<file path="config.mk">
export PLATFORM = sky130hd
export DESIGN_NAME = wb_write_arbiter
export DESIGN_NICKNAME = d
export VERILOG_FILES = /design/src/rtl/wisc_pkg.sv /design/src/rtl/wb_fifo.sv /design/src/rtl/wb_write_arbiter.sv
export SDC_FILE = /design/constraint.sdc
export NUM_CORES = 1
export LEC_CHECK = 0
export CAP_MARGIN = 25
export CELL_PAD_IN_SITES_DETAIL_PLACEMENT = 2
export CELL_PAD_IN_SITES_GLOBAL_PLACEMENT = 2
export CORE_AREA = 2 2 113 170
export DETAILED_ROUTE_END_ITERATION = 6
export DIE_AREA = 0 0 115 172
export PLACE_DENSITY_LB_ADDON = 0.1
export SYNTH_ARGS = -nofsm -noshare
export SYNTH_HDL_FRONTEND = slang
export SYNTH_SLANG_ARGS = --single-unit
export TNS_END_PERCENT = 20
</file>
<file path="constraint.sdc">
create_clock -name clk -period 3.56 [get_ports clk]
set_input_delay 0.712 -clock clk [delete_from_list [all_inputs] [get_ports clk]]
set_output_delay 0.712 -clock clk [all_outputs]
set_load 0.03 [all_outputs]
</file>
<file path="src/rtl/wisc_pkg.sv">
// Shared writeback definitions: register-file geometry, special register indices and the queued-write entry.
package wisc_pkg;

    localparam int DATA_W = 16;
    localparam int ADDR_W = 4;

    localparam logic [3:0] REG_DS = 4'd14;
    localparam logic [3:0] REG_SP = 4'd15;

    typedef struct packed {
        logic [ADDR_W-1:0] reg_addr;
        logic [DATA_W-1:0] data;
    } wb_entry_t;

    function automatic logic [15:0] reg_onehot(input logic [ADDR_W-1:0] addr);
        reg_onehot = 16'h0001 << addr;
    endfunction

endpackage

</file>
<file path="src/rtl/wb_fifo.sv">
// Two-push/one-pop FIFO of queued register writes, with an age-ordered view (index 0 = head).
// WB_FORWARD_EN additionally exports per-entry data for the forwarding lookup.
module wb_fifo
    import wisc_pkg::*;
#(
    parameter  int DEPTH = 4,
    localparam int PTR_W = $clog2(DEPTH),
    localparam int CNT_W = $clog2(DEPTH + 1)
) (
    input  logic                            clk,
    input  logic                            rst_n,
    input  logic                            push0,
    input  wb_entry_t                       push0_entry,
    input  logic                            push1,
    input  wb_entry_t                       push1_entry,
    input  logic                            pop,
    output wb_entry_t                       head,
    output logic [CNT_W-1:0]                count,
    output logic [DEPTH-1:0]                age_valid,
`ifdef WB_FORWARD_EN
    output logic [DEPTH-1:0][DATA_W-1:0]    age_data,
`endif
    output logic [DEPTH-1:0][ADDR_W-1:0]    age_reg
);

    wb_entry_t          slots_r [DEPTH];
    logic [PTR_W-1:0]   wr_ptr_r;
    logic [PTR_W-1:0]   rd_ptr_r;
    logic [CNT_W-1:0]   count_r;
    logic [PTR_W-1:0]   wr1_idx_s;
    logic               pop_ok_s;

    assign pop_ok_s  = pop && (count_r != {CNT_W{1'b0}});
    assign wr1_idx_s = wr_ptr_r + PTR_W'(push0);

    // Entry storage: the load entry takes the first free slot, the ALU entry the slot behind it.
    always_ff @(posedge clk or negedge rst_n) begin
        if (!rst_n) begin
            for (int i = 0; i < DEPTH; i++) begin
                slots_r[i] <= '{reg_addr: {ADDR_W{1'b0}}, data: {DATA_W{1'b0}}};
            end
        end else begin
            if (push0) begin
                slots_r[wr_ptr_r] <= push0_entry;
            end
            if (push1) begin
                slots_r[wr1_idx_s] <= push1_entry;
            end
        end
    end

    // Pointer and occupancy update; pointers wrap naturally because DEPTH is a power of two.
    always_ff @(posedge clk or negedge rst_n) begin
        if (!rst_n) begin
            wr_ptr_r <= {PTR_W{1'b0}};
            rd_ptr_r <= {PTR_W{1'b0}};
            count_r  <= {CNT_W{1'b0}};
        end else begin
            wr_ptr_r <= wr_ptr_r + PTR_W'(push0) + PTR_W'(push1);
            rd_ptr_r <= rd_ptr_r + PTR_W'(pop_ok_s);
            count_r  <= count_r + CNT_W'(push0) + CNT_W'(push1) - CNT_W'(pop_ok_s);
        end
    end

    // Age-ordered view of the live entries for the pending scoreboard and forwarding.
    always_comb begin
        logic [PTR_W-1:0] idx_v;
        idx_v = {PTR_W{1'b0}};
        for (int i = 0; i < DEPTH; i++) begin
            idx_v        = rd_ptr_r + PTR_W'(i);
            age_valid[i] = (CNT_W'(i) < count_r);
            age_reg[i]   = slots_r[idx_v].reg_addr;
`ifdef WB_FORWARD_EN
            age_data[i]  = slots_r[idx_v].data;
`endif
        end
    end

    assign head  = slots_r[rd_ptr_r];
    assign count = count_r;

endmodule

</file>
<file path="src/rtl/wb_write_arbiter.sv">
// Writeback arbiter: queues load and ALU register writes in age order and issues one per cycle.
// WB_FORWARD_EN adds fwd_reg/fwd_hit/fwd_data, a lookup of the youngest queued value for a register.
module wb_write_arbiter #(
    parameter int DEPTH  = 4,
    parameter int DATA_W = 16,
    parameter int ADDR_W = 4
) (
    input  logic              clk,
    input  logic              rst_n,
    input  logic              mem_wr_valid,
    input  logic [ADDR_W-1:0] mem_wr_reg,
    input  logic [DATA_W-1:0] mem_wr_data,
    output logic              mem_wr_ready,
    input  logic              alu_wr_valid,
    input  logic [ADDR_W-1:0] alu_wr_reg,
    input  logic [DATA_W-1:0] alu_wr_data,
    output logic              alu_wr_ready,
    output logic              RegWrite,
    output logic [ADDR_W-1:0] Write_Reg,
    output logic [DATA_W-1:0] Write_Bus,
`ifdef WB_FORWARD_EN
    input  logic [ADDR_W-1:0] fwd_reg,
    output logic              fwd_hit,
    output logic [DATA_W-1:0] fwd_data,
`endif
    output logic [15:0]       pending_mask
);
    import wisc_pkg::*;

    localparam int CNT_W = $clog2(DEPTH + 1);

    logic [CNT_W-1:0]             count_s;
    logic [CNT_W-1:0]             free_s;
    logic                         push_mem_s;
    logic                         push_alu_s;
    logic                         pop_s;
    wb_entry_t                    mem_entry_s;
    wb_entry_t                    alu_entry_s;
    wb_entry_t                    head_s;
    logic [DEPTH-1:0]             age_valid_s;
    logic [DEPTH-1:0][ADDR_W-1:0] age_reg_s;
    logic [15:0]                  pending_s;
    logic                         reg_write_r;
    logic [ADDR_W-1:0]            write_reg_r;
    logic [DATA_W-1:0]            write_bus_r;
`ifdef WB_FORWARD_EN
    logic [DEPTH-1:0][DATA_W-1:0] age_data_s;
    logic                         fwd_hit_s;
    logic [DATA_W-1:0]            fwd_data_s;
`endif

    // Readiness looks only at occupancy, never at this cycle's pop; the ALU needs two slots
    // when a load competes so the older load is never starved.
    assign free_s       = CNT_W'(DEPTH) - count_s;
    assign mem_wr_ready = (free_s >= CNT_W'(1));
    assign alu_wr_ready = mem_wr_valid ? (free_s >= CNT_W'(2)) : (free_s >= CNT_W'(1));

    assign push_mem_s  = mem_wr_valid && mem_wr_ready;
    assign push_alu_s  = alu_wr_valid && alu_wr_ready;
    assign pop_s       = (count_s != {CNT_W{1'b0}});
    assign mem_entry_s = '{reg_addr: mem_wr_reg, data: mem_wr_data};
    assign alu_entry_s = '{reg_addr: alu_wr_reg, data: alu_wr_data};

    wb_fifo #(
        .DEPTH       (DEPTH)
    ) u_fifo (
        .clk         (clk),
        .rst_n       (rst_n),
        .push0       (push_mem_s),
        .push0_entry (mem_entry_s),
        .push1       (push_alu_s),
        .push1_entry (alu_entry_s),
        .pop         (pop_s),
        .head        (head_s),
        .count       (count_s),
        .age_valid   (age_valid_s),
`ifdef WB_FORWARD_EN
        .age_data    (age_data_s),
`endif
        .age_reg     (age_reg_s)
    );

    // Output stage: the head moves onto the register-file port whenever the FIFO holds an entry.
    always_ff @(posedge clk or negedge rst_n) begin
        if (!rst_n) begin
            reg_write_r <= 1'b0;
            write_reg_r <= {ADDR_W{1'b0}};
            write_bus_r <= {DATA_W{1'b0}};
        end else if (pop_s) begin
            reg_write_r <= 1'b1;
            write_reg_r <= head_s.reg_addr;
            write_bus_r <= head_s.data;
        end else begin
            reg_write_r <= 1'b0;
        end
    end

    // Pending scoreboard: union of every live FIFO destination and the write being issued.
    always_comb begin
        pending_s = reg_write_r ? reg_onehot(write_reg_r) : 16'h0000;
        for (int i = 0; i < DEPTH; i++) begin
            pending_s = pending_s | (age_valid_s[i] ? reg_onehot(age_reg_s[i]) : 16'h0000);
        end
    end

`ifdef WB_FORWARD_EN
    // Forward lookup scans oldest to youngest so the last match (youngest) supplies the data.
    always_comb begin
        logic match_v;
        match_v    = reg_write_r && (write_reg_r == fwd_reg);
        fwd_hit_s  = match_v;
        fwd_data_s = match_v ? write_bus_r : {DATA_W{1'b0}};
        for (int i = 0; i < DEPTH; i++) begin
            match_v    = age_valid_s[i] && (age_reg_s[i] == fwd_reg);
            fwd_hit_s  = fwd_hit_s | match_v;
            fwd_data_s = match_v ? age_data_s[i] : fwd_data_s;
        end
    end

    assign fwd_hit  = fwd_hit_s;
    assign fwd_data = fwd_data_s;
`else
    // Without forwarding there is no lookup network.
`endif

    assign RegWrite     = reg_write_r;
    assign Write_Reg    = write_reg_r;
    assign Write_Bus    = write_bus_r;
    assign pending_mask = pending_s;

endmodule
</file>
After elaboration in Yosys (flattened, before gate mapping)
Cells that the tools add are included.
- add/subtract/negate cells: 10
- $lt $le $gt $ge: 14
- shifts and indexed selects: 5
- multiplexer cells: 27
- bitwise operators: 10
- reductions and logical operators: 5
- operators by type and width (operator ; number):
    $mux W20 ; 10
    $bmux W20 S2 ; 4
    $bwmux W80 ; 2
    $mux W80 ; 2
    $demux W20 S2 ; 2
    $mux W16 ; 5
    $shl A1 B4 Y16 const A ; 5
    $or A16 B16 Y16 ; 4
    $ge A3 B3 Y1 const B ; 6
    $not A2 Y3 ; 6
    $add A2 B1 Y2 ; 3
    $add A3 B1 Y3 ; 2
    $lt A1 B3 Y1 const A ; 2
    $lt A2 B3 Y1 const A ; 2
    $lt A3 B1 Y1 const B ; 2
    $add A2 B2 Y2 const B ; 2
    $logic_and A1 B1 Y1 ; 4
    $ge A3 B1 Y1 const B ; 1
    $ge A3 B2 Y1 const B ; 1
    $reduce_bool A3 Y1 ; 1
    $sub A3 B1 Y3 ; 1
    $sub A3 B3 Y3 const A ; 1
    $add A2 B1 Y2 const B ; 1
    $mux W1 ; 2
- register bits: 108
- input port bits: 44
- output and inout bits: 39
- word-level logic and storage cells: 85

Logic depth before layout (Yosys ltp)
Gate-level depths: netlist (run 1).
- depth in word-level cells: 11
- mapped depth: 11
- depth with buffers taken out: 11

Hierarchy
A second synthesis (run 1) with hierarchy kept.
- cell total of the unflattened synthesis: 709
- area total of the unflattened synthesis: 6558.8 µm²
- modules (own cells, without submodules) (module ; instances ; cells an instance ; area an instance (µm²) ; sequential area each (µm²)):
    wb_fifo ; 1 ; 531 ; 4944.7 ; 2177.1
    wb_write_arbiter ; 1 ; 178 ; 1614.0 ; 525.5

Worst setup path after synthesis (run 1)
No wires, ideal clock.
- path kind: flip-flop to flip-flop
- start: register u_fifo.count_r[0] (netlist: u_fifo.count[0])
- end: register u_fifo.slots_r[69] (netlist name)
- setup time: 0.125 ns
- data arrival time: 3.015 ns
- data required time: 3.435 ns
- path slack: 0.421 ns
- stages on the path, launching flop included: 12
- buffers on the path: 2
- clock period less this slack: 3.139 ns
- cell sequence: dfrtp_1 inv_1 ha_1 ha_1 or4b_1 buf_2 and2_1 ha_1 xnor2_1 nand4b_1 clkbuf_1 mux2_2
- word-level cells in the longest chain between the ends: 11
- elaborated cells on any way between the ends: 16
- those cells by class: 2 x add/sub; 4 x order compare; 6 x mux; 1 x bitwise; 3 x reduce/logical
- RTL lines (element ; RTL line ; text):
    from (decl) ; wb_fifo.sv:29 ; logic [CNT_W-1:0] count_r;
    from (signal assigned) ; wb_fifo.sv:57 ; count_r <= {CNT_W{1'b0}};
    from (signal assigned) ; wb_fifo.sv:61 ; count_r <= count_r + CNT_W'(push0) + CNT_W'(push1) - CNT_W'(pop_ok_s);
    $sub A3 B3 Y3 * ; wb_write_arbiter.sv:54 ; assign free_s = CNT_W'(DEPTH) - count_s;
    $ge A3 B1 Y1 * ; wb_write_arbiter.sv:55 ; assign mem_wr_ready = (free_s >= CNT_W'(1));
    via mem_wr_ready ; wb_write_arbiter.sv:13 ; output logic mem_wr_ready,
    $logic_and A1 B1 Y1 ; wb_write_arbiter.sv:58 ; assign push_mem_s = mem_wr_valid && mem_wr_ready;
    $add A2 B1 Y2 ; wb_fifo.sv:34 ; assign wr1_idx_s = wr_ptr_r + PTR_W'(push0);
    $not A2 Y3 (not written as such) ; wb_fifo.sv:47 ; slots_r[wr1_idx_s] <= push1_entry;
    $ge A3 B3 Y1 (not written as such) / $lt A3 B1 Y1 (equally long branches) ; wb_fifo.sv:47 ;
    $logic_and A1 B1 Y1 (not written as such) ; wb_fifo.sv:47 ;
    $mux W20 (not written as such) ; wb_fifo.sv:47 ;
    $demux W20 S2 ; wb_fifo.sv:47 ;
    $bwmux W80 ; wb_fifo.sv:47 ;
    $mux W80 * ; wb_fifo.sv:46 ; if (push1) begin
    to (signal, indexed assignment) ; wb_fifo.sv:40 ; slots_r[i] <= '{reg_addr: {ADDR_W{1'b0}}, data: {DATA_W{1'b0}}};
    to (signal, indexed assignment) ; wb_fifo.sv:44 ; slots_r[wr_ptr_r] <= push0_entry;
    to (signal, indexed assignment) ; wb_fifo.sv:47 ;
    to (decl) ; wb_fifo.sv:26 ; wb_entry_t slots_r [DEPTH];
Mark *: on every way through the listed nets, which the timed path passes. The rest lies on a longest branch.
A chain may end at the register's enable or synchronous reset.

Worst setup path after layout (run 1)
- start: register u_fifo.count_r[0] (netlist: u_fifo.count[0])
- end: register u_fifo.slots_r[27] (netlist name)
- word-level cells in the longest chain between the ends: 11
- elaborated cells on any way between the ends: 16
- those cells by class: 2 x add/sub; 4 x order compare; 6 x mux; 1 x bitwise; 3 x reduce/logical
- RTL lines (element ; RTL line):
    $sub A3 B3 Y3 * ; wb_write_arbiter.sv:54
    $ge A3 B1 Y1 ; wb_write_arbiter.sv:55, wb_write_arbiter.sv:56
    $logic_and A1 B1 Y1 ; wb_write_arbiter.sv:58
    $add A2 B1 Y2 ; wb_fifo.sv:34
    $not A2 Y3 (not written as such) ; wb_fifo.sv:47
    $ge A3 B3 Y1 (not written as such) / $lt A3 B1 Y1 (equally long branches) ; wb_fifo.sv:47
    $logic_and A1 B1 Y1 (not written as such) ; wb_fifo.sv:47
    $mux W20 (not written as such) ; wb_fifo.sv:47
    $demux W20 S2 ; wb_fifo.sv:47
    $bwmux W80 ; wb_fifo.sv:47
    $mux W80 * ; wb_fifo.sv:46
Every way passes the cells marked *; elsewhere a longest branch is shown, timed or not.

==> results.py, run 1 <==
metrics = {
    "global_routing": {
        "grt_usage_pct": 24.76,
        "grt_pass1_wl_um": 35870,
        "grt_pass1_vias": 5975,
        "antenna_found_initial": 0,
        "overflow": 0,
        "grt_max_degree": 61,
    },
    "sta": {
        "period_share_pct": 94.52,
        "finalCriticalPeriod_ns": 3.365,
        "timing.fmax_mhz": 297.2,
        "setup_ws_ns": 0.1950,
        "rsz0062_at_grt": "no",
        "finalSetupViolCount": 0,
        "clock-skew-final_ns": 0.006618,
        "tns_ns": 0,
        "relSlewSlack_pct": 44.57,
        "final_hold_viol_count": 0,
        "worst_pin_slew_ns": 0.8315,
        "final-max-slew-violation-count": 0,
    },
    "critical_path": {
        "path_max_fanout": 14,
        "crit_path_top_delay_cell": "or4b_1",
        "cp.arrival_ns": 3.61,
        "crit_chain": "inv_1 > ha_1 > ha_1 > or4b_1 > and2_1 > ha_1 > xor2_1 > nand4b_1 > buf_4 > mux2_2",
        "criticalPathCategory": "register to register",
        "cp-start-kind": "register",
        "crit_required_ns": 3.81,
        "cpMostUsedCell": "ha_1",
        "slowest_delay_ns": 0.60,
        "worstSetupEndpointType": "register",
    },
    "min_path": {
        "hold_class": "input pin to async pin",
    },
    "route": {
        "wl_per_cell_um": 26.18,
        "totalWireLength_um": 23200,
        "dr_total_vias": 5115,
        "drt-initial-drc-count": 185,
        "drt_pass1_iterations": 4,
        "vias_per_cell": 5.773,
        "ant_nets": 0,
        "drc": 0,
    },
    "logic_synthesis": {
        "synth_flop_cell": "dfrtp_1",
        "syn_nets": 628,
        "ys_seq_area_share_pct": 39.41,
        "synth_cell_types": 44,
        "postSynthCellCount": 572,
        "async_flop_share_pct": 100.0,
        "post_synth_instance_area_mm2": 0.006858,
        "ys_top_cells_by_area": "dfrtp_1 39%, mux2_2 24%, mux4_2 9.2%",
        "yosys.cell_count.top_type": "mux2_2",
        "synth_common_cells": "144 x mux2_2, 108 x dfrtp_1, 76 x nand2_1",
        "syn-mean-instance-area_um2": 11.99,
        "synth_seq_cells": 108,
        "synth_edf_count": 0,
        "ys.warnings.count": 0,
        "synth_top_area_cell": "dfrtp_1",
        "netlist.area_leader.share_pct": 39.41,
    },
    "clock_network": {
        "path_clk_slew_ns": 0.07,
        "root_buffer": "clkbuf_16",
        "htree_levels": 3,
        "max-clock-path-buffers": 2,
        "holdBufCountCts": 0,
        "clk_latency_ns": 0.37,
        "numCtsBuffers": 9,
        "cts_tree": "built",
        "clkSinkCount": 108,
    },
    "die": {
        "die_y_um": 172,
        "num_rows": 61,
        "fp.dieW_um": 115,
        "initial_core_util_pct": 37.44,
        "die_area_mm2": 0.01978,
        "ios": 83,
        "core-area_mm2": 0.01832,
    },
    "finish": {
        "n_antenna_cell": 0,
        "area.sequential_mm2": 0.002709,
        "area_delta_synth_final_pct": 22.71,
        "multi_input_area_mm2": 0.004010,
        "layout.nets": 717,
        "final_util_pct": 45.94,
        "n_fill_cell": 1847,
        "drive_gt1_share_pct": 39.34,
    },
    "place": {
        "dpl_worst_slack_ns": 0.1650,
        "gp_congestion": 0.9034,
        "portBuffers": 82,
        "hpwl_um": 16700,
    },
    "flow_run": {
        "cap_viol_max_count": 0,
    },
    "status": {
        "status": "complete, no violations",
    },
}
registers in the layout (all words and copies together) (netlist names):
signal           flops
u_fifo.rd_ptr_r      2
u_fifo.wr_ptr_r      2
u_fifo.count         3
RegWrite             1
Write_Reg            4
Write_Bus           16
u_fifo.slots_r      80
area by class of cell:
class	instances	area share [%]
well taps	220	3.271
clock inverters	4	1.427
inverters	7	0.3122
flip-flops and latches	108	32.19
repair buffers	112	12.22
multi-input cells	423	47.65
clock buffers	12	2.929
worst paths after layout:
| kind | from | end | slack (ns) | cells after the start |
|---|---|---|---|---|
| worst max register to register | u_fifo.count[0] | u_fifo.slots_r[27] | 0.19 | 10 |
| min in group clk | Write_Bus[8] | Write_Bus[8] | 0.48 | 2 |
| worst min register to register | Write_Bus[8] | Write_Bus[8] | 0.48 | 2 |
| worst max-delay path | u_fifo.count[0] | u_fifo.slots_r[27] | 0.19 | 10 |
| worst min-delay path | rst_n | Write_Bus[10] | 0.42 | 1 |
| max in group asynchronous | rst_n | u_fifo.slots_r[41] | 2.33 | 2 |
critical path: cells and delay by family, from the launching register on:
kind                     cells  cell delay [ns]
flip-flops                   1             0.44
adder cells (fa/ha/maj)      3             0.75
XOR/XNOR                     1             0.18
multiplexers                 1             0.40
AND/OR/NAND/NOR              3             1.03
buffers and inverters        2             0.43
repair_timing:
| item | 4_1_cts | 5_1_grt |
|---|---|---|
| gates resized for setup | 11 | 6 |
| buffers inserted | 0 | 0 |
| endpoints found under the setup margin | 7 | 77 |
cell usage in the layout, fill, tap and decap left out, drive strengths merged, types with 5 or more instances in the layout:
cell type,synthesis,final
and2,5,5
mux4,28,28
nand4,20,20
nand2b,5,5
a32oi,8,8
mux2,165,165
ha,10,10
mux2i,9,9
inv,7,7
buf,18,42
clkdlybuf4s50,0,64
nand2,76,76
nand3,31,31
nor2,9,9
dfrtp,108,108
clkbuf,16,12
nor2b,14,14
routing by layer:
layer  GRT usage [%]  vias to the layer above  part of all wire (%)
met5               0                        -                     0
met3           3.435                       31                   2.3
li1                -                     2298                     -
met1           25.38                     2698                    36
met2           49.46                       88                    58
met4           9.481                        0                   3.2
logic make-up (layout without fill, tap and decap cells):
group           after synthesis  count (layout)  share of synthesized area [%]
fa+ha+maj                    12              12                          2.408
mux                         202             202                          38.75
flops                       108             108                          39.41
simple gates                177             177                          13.01
buf+inv                      41             135                          2.737
compound gates               27              27                          3.047
xor+xnor                      5               5                         0.6387
per-stage QoR:
stage               cell area (um2)  hold WS [ns]  std cells
CTS                            8393        0.4575        886
global route                   8416        0.4921        886
detailed placement             8003        0.4640        870
finish                         8416        0.4246        886
floorplan                      6858        0.4164        572
global placement               8003        0.4549        870
Power of run 1 is left out: the tool's default activity adds up to more than one toggle a clock period on the data nets, which glitch-free logic cannot reach.
==> run 2, diff against run 1 <==
Settings changed: ABC_CLOCK_PERIOD_IN_PS set to 3560.
==> results of run 2 <==
No change in the layout: final DEF, timing and power equal those of run 1.
Power of run 2 is left out for the same reason.
==> RTL change: new RTL, settings of run 1 <==
Reset style: synchronous (`rst_n`), changed in 3 clocked blocks.
--- a/src/rtl/wb_fifo.sv
+++ b/src/rtl/wb_fifo.sv
@@ -34,7 +34,7 @@
     assign wr1_idx_s = wr_ptr_r + PTR_W'(push0);
 
     // Entry storage: the load entry takes the first free slot, the ALU entry the slot behind it.
-    always_ff @(posedge clk or negedge rst_n) begin
+    always_ff @(posedge clk) begin
         if (!rst_n) begin
             for (int i = 0; i < DEPTH; i++) begin
                 slots_r[i] <= '{reg_addr: {ADDR_W{1'b0}}, data: {DATA_W{1'b0}}};
@@ -50,7 +50,7 @@
     end
 
     // Pointer and occupancy update; pointers wrap naturally because DEPTH is a power of two.
-    always_ff @(posedge clk or negedge rst_n) begin
+    always_ff @(posedge clk) begin
         if (!rst_n) begin
             wr_ptr_r <= {PTR_W{1'b0}};
             rd_ptr_r <= {PTR_W{1'b0}};
--- a/src/rtl/wb_write_arbiter.sv
+++ b/src/rtl/wb_write_arbiter.sv
@@ -81,7 +81,7 @@
     );
 
     // Output stage: the head moves onto the register-file port whenever the FIFO holds an entry.
-    always_ff @(posedge clk or negedge rst_n) begin
+    always_ff @(posedge clk) begin
         if (!rst_n) begin
             reg_write_r <= 1'b0;
             write_reg_r <= {ADDR_W{1'b0}};
Formal check against the unedited RTL: differs if rst_n is asserted again (counterexample within 4 cycles, from zero or initial values and one cycle with rst_n low); with rst_n held inactive, the same outputs for 4 cycles.
==> RTL change against run 1 <==
- setup slack worse by 0.046 ns
- synthesized area down 9.2%
- final area down 7.3%
- sequential cell count unchanged
- synthesized cell count up 3.3%
- fmax down 1.4%
- wire length down 5.1%
- largest cell class unchanged
- sequential share of layout area up 5.9 points
==> RTL change: results (changes against run 1) <==
Multi-input gates: 433 (+2.4%)
WHS: 0.468 ns (+0.0438 ns)
Detailed Route WL: 22000 um (-5.1%)
Commonest cells post-synth: nand2_1, edfxtp_1, a22o_1
Slew @ Worst Pin: 0.751 ns (-0.0806 ns)
Share of layout cells above drive strength 1: 17.1% (-22 points)
Main synth FF type: edfxtp_1
CP max stage delay: 0.57 ns (-0.03 ns)
First-pass GRT wire length: 33500 um (-6.5%)
Vias: 5215 (+2.0%)
Post-synthesis mux area share: 12.0% (-27 points)
Adder-Cell Fraction of Synth Area: 2.65% (+0.24 points)
Final-layout clock buffer total: 10 (-2)
First DRT Iteration DRCs: 218 (+18%)
Arr. time, crit path: 2.70 ns (-0.91 ns)
NonClk Buf Share: 14.6% (+2.4 points)
Clock Skews: 0.0121 ns (+0.00551 ns)
Vias in the first global route: 5728 (-4.1%)
Post-layout net count: 740 (+3.2%)
Top cells by area, synth: edfxtp_1, dfxtp_1, mux4_2
Clk Latency, worst-skew pair: 0.35 ns (-0.02 ns)
Synth async-reset ratio: 0% (-100 points)
Status: finished, final reports clean
Slowest CP cell: mux4_2
Crit path max fanout: 15 (+1)
# fillers: 1938 (+4.9%)
Worst Hold Class: reg -> reg
Post-synthesis sequential area ratio: 47.6% (+8.2 points)
Tot GR Track Use: 22.9% (-1.9 points)
Distinct cells, synth: 53 (+20%)
Worst reg-to-reg path cell count: 11 (+1)
Post-synth EDFFs: 80 (+80)
R2r endpoint: u_fifo.slots_r[1][7]
Post-Synthesis Cells: 591 (+3.3%)
[RTL change: how the worst max path moves through the flow]
| stage | startpoint | to | slack [ns] | cells after the start |
|---|---|---|---|---|
| finish | u_fifo.rd_ptr_r[0] | pending_mask[5] | 0.15 | 8 |
| global route | u_fifo.rd_ptr_r[1] | pending_mask[6] | 0.03 | 7 |
| CTS | u_fifo.count[1] | u_fifo.slots_r[3][5] | 0.01 | 9 |
| detailed placement | u_fifo.count[1] | u_fifo.slots_r[3][2] | 0.003 | 9 |
| global placement | u_fifo.count[1] | u_fifo.slots_r[3][0] | 0.26 | 9 |
| floorplan | u_fifo.count[0] | u_fifo.slots_r[1][0] | -0.04 | 10 |
[RTL change: layer usage]
layer	wire, um	part of all wire, %	track usage [%]	vias up
met2	12400	56	44.8	115
met3	402	1.8	1.58	49
met5	0	0	0	-
li1	-	-	-	2392
met4	976	4.4	10.5	0
met1	8220	37	24.4	2659
[RTL change: metrics by stage]
stage / power [mW] / setup TNS (ns) / worst slack [ns] / utilization, % / area (sq um)
after CTS: 6.79 / 0 / 0.0140 / 42.1 / 7700
after global placement: 5.70 / 0 / 0.260 / 40.5 / 7430
final: 6.78 / 0 / 0.149 / 42.6 / 7800
after detailed placement: 5.83 / 0 / 0.00318 / 40.5 / 7430
after global routing: 7.21 / 0 / 0.0332 / 42.6 / 7800
after floorplan: 4.36 / -0.780 / -0.0390 / - / 6270
[RTL change: power by group through the flow]
stage / Sequential (mW) / Clock, mW / Combinational (mW)
CTS: 2.04 / 0.978 / 3.77
detailed placement: 2.07 / 0 / 3.76
global placement: 2.04 / 0 / 3.66
global route: 2.10 / 1.02 / 4.09
floorplan: 2.13 / 0 / 2.23
finish: 2.05 / 0.955 / 3.77
